### src/rtl/exc_commit_ctrl.sv
// -----------------------------------------------------------------------------
// exc_commit_ctrl
//
// Sequences the commit of an exception or ERET. The event record is captured
// on the first edge, CP0 is updated once, outstanding data-bus transactions
// are drained, the pipeline is flushed for FLUSH_CYCLES cycles, and then a
// single redirect is offered to fetch and held until it is acknowledged.
//
// Optional feature (compile-time macro EXC_BEV_VEC_EN):
//   When defined, non-ERET events redirect to the architectural exception
//   vector selected by bev_i, which is sampled at the capture edge. ERET
//   still uses flush_pc_i. When undefined, the redirect target is always
//   flush_pc_i and bev_i is unused.
//
// Ports:
//   clk, rst            clock, asynchronous active-high reset
//   exc_flag_i          exception/ERET present at commit this cycle
//   exc_type_i          exception type code (0 = none)
//   exc_pc_i            PC of the faulting instruction
//   exc_bd_i            faulting instruction sits in a branch delay slot
//   exc_baddr_i         bad virtual address
//   flush_pc_i          redirect target from the resolver
//   mem_req_i           data-bus request accepted this cycle
//   mem_done_i          data-bus response returned this cycle
//   redirect_ack_i      fetch accepts the redirect
//   bev_i               CP0 Status.BEV (optional feature only)
//   busy_o              controller not idle
//   stall_o             freeze stages upstream of commit
//   flush_o             kill all in-flight instructions
//   cp0_we_o            one-cycle CP0 exception-update strobe
//   cp0_type_o          latched type code
//   cp0_epc_o           EPC (PC, or PC-4 when in a delay slot)
//   cp0_bd_o            latched BD flag
//   cp0_baddr_o         latched BadVAddr
//   eret_o              one-cycle pulse alongside cp0_we_o for ERET
//   redirect_valid_o    redirect request to fetch
//   redirect_pc_o       redirect target
// -----------------------------------------------------------------------------
module exc_commit_ctrl #(
    parameter int unsigned       EXCT_W       = 4,
    parameter logic [EXCT_W-1:0] ERET_CODE    = EXCT_W'(4'hE),
    parameter int unsigned       MAX_OUTS     = 4,
    parameter int unsigned       FLUSH_CYCLES = 2
) (
    input  logic              clk,
    input  logic              rst,
    input  logic              exc_flag_i,
    input  logic [EXCT_W-1:0] exc_type_i,
    input  logic [31:0]       exc_pc_i,
    input  logic              exc_bd_i,
    input  logic [31:0]       exc_baddr_i,
    input  logic [31:0]       flush_pc_i,
    input  logic              mem_req_i,
    input  logic              mem_done_i,
    input  logic              redirect_ack_i,
    input  logic              bev_i,
    output logic              busy_o,
    output logic              stall_o,
    output logic              flush_o,
    output logic              cp0_we_o,
    output logic [EXCT_W-1:0] cp0_type_o,
    output logic [31:0]       cp0_epc_o,
    output logic              cp0_bd_o,
    output logic [31:0]       cp0_baddr_o,
    output logic              eret_o,
    output logic              redirect_valid_o,
    output logic [31:0]       redirect_pc_o
);

    localparam int unsigned      CNT_W      = $clog2(MAX_OUTS + 1);
    localparam logic [CNT_W-1:0] CNT_MAX    = CNT_W'(MAX_OUTS);
    localparam logic [3:0]       FLUSH_LAST = 4'(FLUSH_CYCLES - 1);

    typedef enum logic [1:0] {
        StIdle,
        StDrain,
        StFlush,
        StRedirect
    } state_e;

    state_e            state_q, state_d;
    logic [CNT_W-1:0]  outs_q, outs_d;
    logic [3:0]        flush_cnt_q, flush_cnt_d;
    logic              capture;
    logic              is_eret;
    logic [31:0]       target_sel;

    logic              cp0_we_q;
    logic              eret_q;
    logic [EXCT_W-1:0] type_q;
    logic [31:0]       epc_q;
    logic              bd_q;
    logic [31:0]       baddr_q;
    logic [31:0]       target_q;

    assign is_eret = (exc_type_i == ERET_CODE);

`ifdef EXC_BEV_VEC_EN
    always_comb begin
        target_sel = flush_pc_i;
        if (!is_eret) begin
            target_sel = bev_i ? 32'hBFC0_0380 : 32'h8000_0180;
        end
    end
`else
    logic unused_bev;
    assign unused_bev = bev_i;
    assign target_sel = flush_pc_i;
`endif

    // Outstanding data-bus transactions; runs in every state. Simultaneous
    // request and response cancel, the count saturates at MAX_OUTS, and a
    // response with nothing outstanding is dropped.
    always_comb begin
        outs_d = outs_q;
        if (mem_req_i && !mem_done_i) begin
            if (outs_q != CNT_MAX) begin
                outs_d = outs_q + CNT_W'(1);
            end
        end else if (mem_done_i && !mem_req_i) begin
            if (outs_q != '0) begin
                outs_d = outs_q - CNT_W'(1);
            end
        end
    end

    always_comb begin
        state_d     = state_q;
        flush_cnt_d = flush_cnt_q;
        capture     = 1'b0;
        case (state_q)
            StIdle: begin
                if (exc_flag_i && (exc_type_i != '0)) begin
                    capture = 1'b1;
                    state_d = StDrain;
                end
            end
            StDrain: begin
                // Look at the next count so a response arriving with one
                // transaction left ends the drain this cycle.
                if (outs_d == '0) begin
                    state_d     = StFlush;
                    flush_cnt_d = '0;
                end
            end
            StFlush: begin
                if (flush_cnt_q == FLUSH_LAST) begin
                    state_d     = StRedirect;
                    flush_cnt_d = '0;
                end else begin
                    flush_cnt_d = flush_cnt_q + 4'd1;
                end
            end
            StRedirect: begin
                if (redirect_ack_i) begin
                    state_d = StIdle;
                end
            end
            default: begin
                state_d     = StIdle;
                flush_cnt_d = '0;
            end
        endcase
    end

    always_ff @(posedge clk or posedge rst) begin
        if (rst) begin
            state_q     <= StIdle;
            outs_q      <= '0;
            flush_cnt_q <= '0;
        end else begin
            state_q     <= state_d;
            outs_q      <= outs_d;
            flush_cnt_q <= flush_cnt_d;
        end
    end

    // Event record. The strobes are registered so CP0 sees them the cycle
    // after capture, together with the already-latched data.
    always_ff @(posedge clk or posedge rst) begin
        if (rst) begin
            cp0_we_q <= 1'b0;
            eret_q   <= 1'b0;
            type_q   <= '0;
            epc_q    <= '0;
            bd_q     <= 1'b0;
            baddr_q  <= '0;
            target_q <= '0;
        end else begin
            cp0_we_q <= capture;
            eret_q   <= capture && is_eret;
            if (capture) begin
                type_q   <= exc_type_i;
                epc_q    <= exc_bd_i ? (exc_pc_i - 32'd4) : exc_pc_i;
                bd_q     <= exc_bd_i;
                baddr_q  <= exc_baddr_i;
                target_q <= target_sel;
            end
        end
    end

    always_comb begin
        busy_o           = (state_q != StIdle);
        stall_o          = (state_q != StIdle);
        flush_o          = (state_q == StFlush);
        redirect_valid_o = (state_q == StRedirect);
        redirect_pc_o    = (state_q == StRedirect) ? target_q : 32'd0;
        cp0_we_o         = cp0_we_q;
        eret_o           = eret_q;
        cp0_type_o       = type_q;
        cp0_epc_o        = epc_q;
        cp0_bd_o         = bd_q;
        cp0_baddr_o      = baddr_q;
    end

endmodule

### config.mk
export PLATFORM = sky130hd
export DESIGN_NAME = exc_commit_ctrl
export DESIGN_NICKNAME = d
export VERILOG_FILES = /design/src/rtl/exc_commit_ctrl.sv
export SDC_FILE = /design/constraint.sdc
export NUM_CORES = 1
export LEC_CHECK = 0
export ABC_CLOCK_PERIOD_IN_PS = 3700
export BUFFER_PORTS_ARGS = -buffer_cell sky130_fd_sc_hd__buf_2
export CORE_AREA = 8 8 113 115
export DETAILED_ROUTE_END_ITERATION = 12
export DIE_AREA = 0 0 121 123
export HOLD_SLACK_MARGIN = 0.08
export PLACE_DENSITY = 0.8
export SYNTH_ARGS = -nofsm -noshare
export SYNTH_HDL_FRONTEND = slang
export SYNTH_SLANG_ARGS = --single-unit
### constraint.sdc
create_clock -name clk -period 3.7 [get_ports clk]
set_input_delay 0.37 -clock clk [delete_from_list [all_inputs] [get_ports clk]]
set_output_delay 0.37 -clock clk [all_outputs]
set_load 0.02 [all_outputs]
# Yosys cells after proc, flatten, opt, wreduce, memory -nomap -nowiden
# Cells that the tools add are included.
[word_totals]
output_inout_bits = 107
inputBits = 108
ff_bits = 112
[op_classes]
muxes = 16
add_sub_neg = 4
n_reduce_logical = 14
eq_ne = 10
[ops]
columns = ["op", "count"]
rows = [
  ["32-bit two-way mux", 2],
  ["32-bit by 3-bit subtractor with 32-bit output (second input constant)", 1],
  ["3-bit two-way mux", 4],
  ["2-bit two-way mux", 4],
  ["4-bit two-way mux", 2],
  ["2-bit case mux with 4 select lines", 1],
  ["4-bit case mux with 2 select lines", 1],
  ["2-bit inequality test (second input constant)", 3],
  ["4-bit by 1-bit adder with 4-bit output (second input constant)", 1],
  ["2-bit == test (second input constant)", 2],
  ["4-bit by 1-bit == test with 1-bit output (second input constant)", 1],
  ["4-bit == test (second input constant)", 1],
  ["1-bit logical AND", 4],
  ["4-bit AND reduction", 1],
  ["2-bit nonzero test", 2],
  ["4-bit nonzero test", 1],
  ["3-bit by 1-bit adder with 3-bit output (second input constant)", 1],
  ["3-bit logical NOT", 1],
  ["3-bit inequality test (second input constant)", 1],
  ["3-bit nonzero test", 1],
  ["3-bit by 1-bit subtractor with 3-bit output (second input constant)", 1],
  ["2-bit by 1-bit == test with 1-bit output (second input constant)", 1],
  ["1-bit logical NOT", 2],
  ["2-bit logical NOT", 1],
  ["3 further kinds", 4],
]

# Longest topological paths before layout
[logic_depth]
ltp_word = 7
depth_mapped = 8
mapped_depth_nobuf = 8

# Least setup slack after synthesis
# No wires, ideal clock.
[synth_timing]
kind = "flip-flop to flip-flop"
startpoint = "reg outs_q[1]"
endpoint = "reg state_q[1]"
n_path_buf = 0
period_less_slack_ns = 2.118
setup_time_ns = 0.125
path_stages_with_launch = 8
t_required_ns = 3.575
path_slack_ns = 1.582
t_arrival_ns = 1.993
cell_sequence = "dfrtp_1 > inv_1 > ha_1 > o311ai_1 > o311ai_1 > o31ai_4 > and3_1 > mux2_2"
[synth_via]
elab_chain_cells = 7
[synth_rtl]
columns = ["element", "line", "source"]
rows = [
  ["from (decl)", "82", "logic [CNT_W-1:0] outs_q, outs_d;"],
  ["from (signal assigned)", "173", "outs_q <= outs_d;"],
  ["3-bit by 1-bit subtractor with 3-bit output or 3-bit nonzero test (tied branches)", "122, 121", ""],
  ["3-bit two-way mux", "121", "if (outs_q != '0) begin"],
  ["3-bit two-way mux", "120", "end else if (mem_done_i && !mem_req_i) begin"],
  ["3-bit two-way mux *", "116", "if (mem_req_i && !mem_done_i) begin"],
  ["named net outs_d[2]", "82", ""],
  ["3-bit logical NOT *", "141", "if (outs_d == '0) begin"],
  ["2-bit inequality test (no source line) *", "n/a", ""],
  ["4-bit AND reduction (no source line) *", "n/a", ""],
  ["to (signal assigned)", "168", "state_q <= StIdle;"],
  ["to (signal assigned)", "172", "state_q <= state_d;"],
  ["to (decl)", "81", "state_e state_q, state_d;"],
]
# Mark *: on every way through the listed nets, which the timed path passes. The rest lies on a longest branch.
# A chain may end at the register's enable or synchronous reset.

# Worst setup path in the final report
# Same ends and word-level chain as after synthesis.

==> summary.txt <==
Status
  • Status: finished, final reports clean

Floorplanning
  • Die area: 14880 µm²
  • IO Pins: 215
  • Std cell rows: 39
  • Core footprint: 11080 µm²
  • Initial core utilization: 47.62%
  • Die W: 121 µm
  • Die height: 123 µm

Setup path
  • Cell Chain, Critical Path: inv_1 -> ha_1 -> o311ai_1 -> o311ai_1 -> o31ai_4 -> and3_1 -> mux2_2
  • Reg2reg start: outs_q[1]
  • Crit path capture type: flip-flop
  • CP Launch Type: flip-flop
  • Most used cell, CP: o311ai_1
  • R2r worst-path depth: 7
  • Largest delay share family, worst path: compound AO/OA/AOI/OAI gates
  • CP max stage cell: o31ai_4
  • Critical path data arrival time: 2.65 ns
  • FF-to-FF End: state_q[1]
  • Crit Path Max Fanout: 7
  • Critical Path Max Stage Delay: 0.45 ns
  • Worst path buffer plus inverter count: 1
  • Worst setup startpoint: outs_q[1]
  • R2R setup slack: 1.28 ns
  • Setup CP Type: reg2reg
  • CP required: 3.93 ns

Yosys
  • Synth area leaders: dfrtp_1, nand2_1, and2_1
  • EDFF count, synth: 0
  • Register bit total from synthesis: 112
  • Main flop type after synthesis: dfrtp_1
  • Mapped Cells: 576
  • Yosys cell types: 46
  • Top cell type's share of synthesized area: 53.13%
  • Asr flop ratio synth: 100.0%
  • Synth top cells by count: nand2_1, dfrtp_1, and2_1, xnor2_1, o21ai_1
  • Largest area contributor in the netlist: dfrtp_1
  • Ys Warns: 0
  • Syn Nets: 695
  • Cell area after synthesis: 5275 µm²
  • Syn avg cell area: 9.158 µm²
  • Share of the yosys chip area belonging to registers: 53.13%
  • Cell with the most instances after synthesis: nand2_1

Global routing
  • First-pass GRT wire length: 21.95 mm
  • Met3 GRT Util: 6.575%
  • Initial antenna violation count: 1
  • Total track usage: 18.40%
  • GR Overflow Total: 0
  • Vias in the first global route: 4555
  • Busiest grt layer: met2
  • Met1 usage: 21.26%
  • M2 GR Usage: 30.64%
  • Largest net degree at the start of global routing: 128

Placement
  • DP HPWL: 10.09 mm
  • RePlAce Congestion: 0.7869
  • I/O Buffers: 213
  • Placed inst area: 6474 µm²
  • Dpl ws: 1.312 ns

STA
  • Slew headroom: 37.89%
  • Final period util: 65.36%
  • Final setup violation count: 0
  • Setup WS post-layout: 1.282 ns
  • Fmax: 413.5 MHz
  • RSZ-0062 raised after global routing: no
  • Clk_skew: 0.004252 ns
  • Max-slew violation count: 0
  • Total Neg Setup Slack: 0 ns
  • Final worst path period need: 2.418 ns
  • Worst-margin pin slew: 0.9317 ns
  • Fin. Hold Viols: 0

Drt
  • Total wire length: 13.58 mm
  • Drt drc: 0
  • Routed vias: 4486
  • Pre-antenna DRT Iters: 7
  • Via density: 4.844
  • Drt wl/cell: 14.67 µm
  • Post-route ant nets: 0
  • DRT iter0 DRCs: 203

Clock tree
  • TritonCTS Buffers: 9
  • Clock root buffer: clkbuf_16
  • Post-CTS Hold Fix Bufs: 0
  • Clock Sinks: 112
  • Setup repair bufs after CTS: 0
  • Worst-skew pair later-pin latency: 0.34 ns
  • Reg clk slew, reported paths: 0.07 ns
  • CTS H-tree lvls: 3
  • Clock buffer depth: 2
  • Post-CTS Resized: 0
  • CTS tree: yes

Pwr
  • Power Total: 5.484 mW
  • Comb pwr share: 44.3%
  • Sequential Power Share: 37.6%
  • Worst vdd ir: 425.5 µV
  • Cell Int Power: 3.182 mW
  • PD cells: 808.3 nW/µm²
  • Switch share: 41.98%
  • Leak pwr: 3.652 nW
  • NetSw: 2.302 mW
  • Power share of the clock group: 18.1%

Layout
  • Fraction of layout cells with a size suffix above 1: 33.63%
  • Nets: 896
  • Area grow syn2layout: 28.63%
  • Filler cells: 1008
  • Final Cell Area: 6785 µm²

Min path
  • Hold Crit Class: in2async

Flow run
  • Max_cap viols: 0
==> per-layer routing <==
metal	up-vias	share of wire [%]
met5	-	0
met2	150	49
li1	2244	-
met3	12	9.4
met1	2080	41
met4	0	1.3
==> final cells by class <==
class | instances | area [µm²] | share of cell area (%)
clock inverters | 4 | 52.55 | 0.7745
inverters | 13 | 51.30 | 0.7560
multi-input cells | 425 | 2327 | 34.30
diodes | 1 | 2.502 | 0.03688
well taps | 143 | 178.9 | 2.637
flip-flops and latches | 112 | 2803 | 41.31
repair buffers | 216 | 1114 | 16.41
clock buffers | 12 | 256.5 | 3.780
==> how the worst max path moves through the flow <==
stage	end	slack (ns)	cells past startpoint
after global placement	state_q[1]	1.43	7
after CTS	redirect_pc_o[20]	1.28	3
after detailed placement	state_q[1]	1.31	7
after global routing	redirect_pc_o[20]	1.14	3
after floorplan	cp0_baddr_o[0]	0.37	1
final	state_q[1]	1.28	7
==> logic make-up (layout without fill, tap and decap cells) <==
logic type | after synthesis | in the layout | share of synthesized area, %
flip-flops | 112 | 112 | 53.13
buffers and inverters | 39 | 245 | 2.989
XOR/XNOR | 31 | 31 | 5.147
AO/OA/AOI/OAI | 46 | 46 | 5.598
multiplexers | 9 | 9 | 1.898
other | 0 | 1 | 0
adder cells (fa/ha/maj) | 11 | 11 | 2.609
AND/OR/NAND/NOR | 328 | 328 | 28.63
==> state kept, by name, indices dropped and copies added (netlist names) <==
register     flops
cp0_bd_o         1
target_q        32
cp0_baddr_o     32
flush_cnt_q      4
outs_q           3
cp0_we_o         1
cp0_epc_o       32
cp0_type_o       4
state_q          2
eret_o           1
==> worst reg2reg max path, delay by kind of cell, from the launching register on <==
kind            cells  cell delay, ns
compound gates      3            1.00
fa+ha+maj           1            0.23
buf+inv             1            0.08
flops               1            0.40
mux                 1            0.34
simple gates        1            0.27
==> placed cells by master, fill, tap and decap left out, drive strengths merged, types with 3 or more instances in the layout <==
cell / netlist / final
clkinv: 0 / 3
nand2: 239 / 239
nand3: 4 / 4
or3: 9 / 9
dfrtp: 112 / 112
clkbuf: 12 / 12
o21ai: 30 / 30
or4: 3 / 3
mux2: 8 / 8
inv: 13 / 13
ha: 11 / 11
nor4: 9 / 9
nor2: 14 / 14
a21oi: 4 / 4
xor2: 9 / 9
nor3b: 4 / 4
and2: 32 / 32
buf: 14 / 216
nor3: 5 / 5
xnor2: 22 / 22
==> metrics by stage <==
step | hold WS [ns] | instances | util, %
global placement | 0.4493 | 909 | 58.44
global route | 0.1970 | 926 | 61.26
detailed placement | 0.4539 | 909 | 58.44
finish | 0.1667 | 926 | 61.26
floorplan | 0.4374 | 576 | -
CTS | 0.1803 | 925 | 61.23
==> power by group through the flow <==
stage          clock network (mW)  logic (mW)  registers, mW
3_3_place_gp                    0        2.42           2.05
6_report                    0.993        2.43           2.06
5_1_grt                      1.07        2.71           2.13
2_1_floorplan                   0        1.19           2.49
4_1_cts                      1.02        2.48           2.06
3_5_place_dp                    0        2.49           2.07
Note: power is estimated with default switching activity, not from simulation.
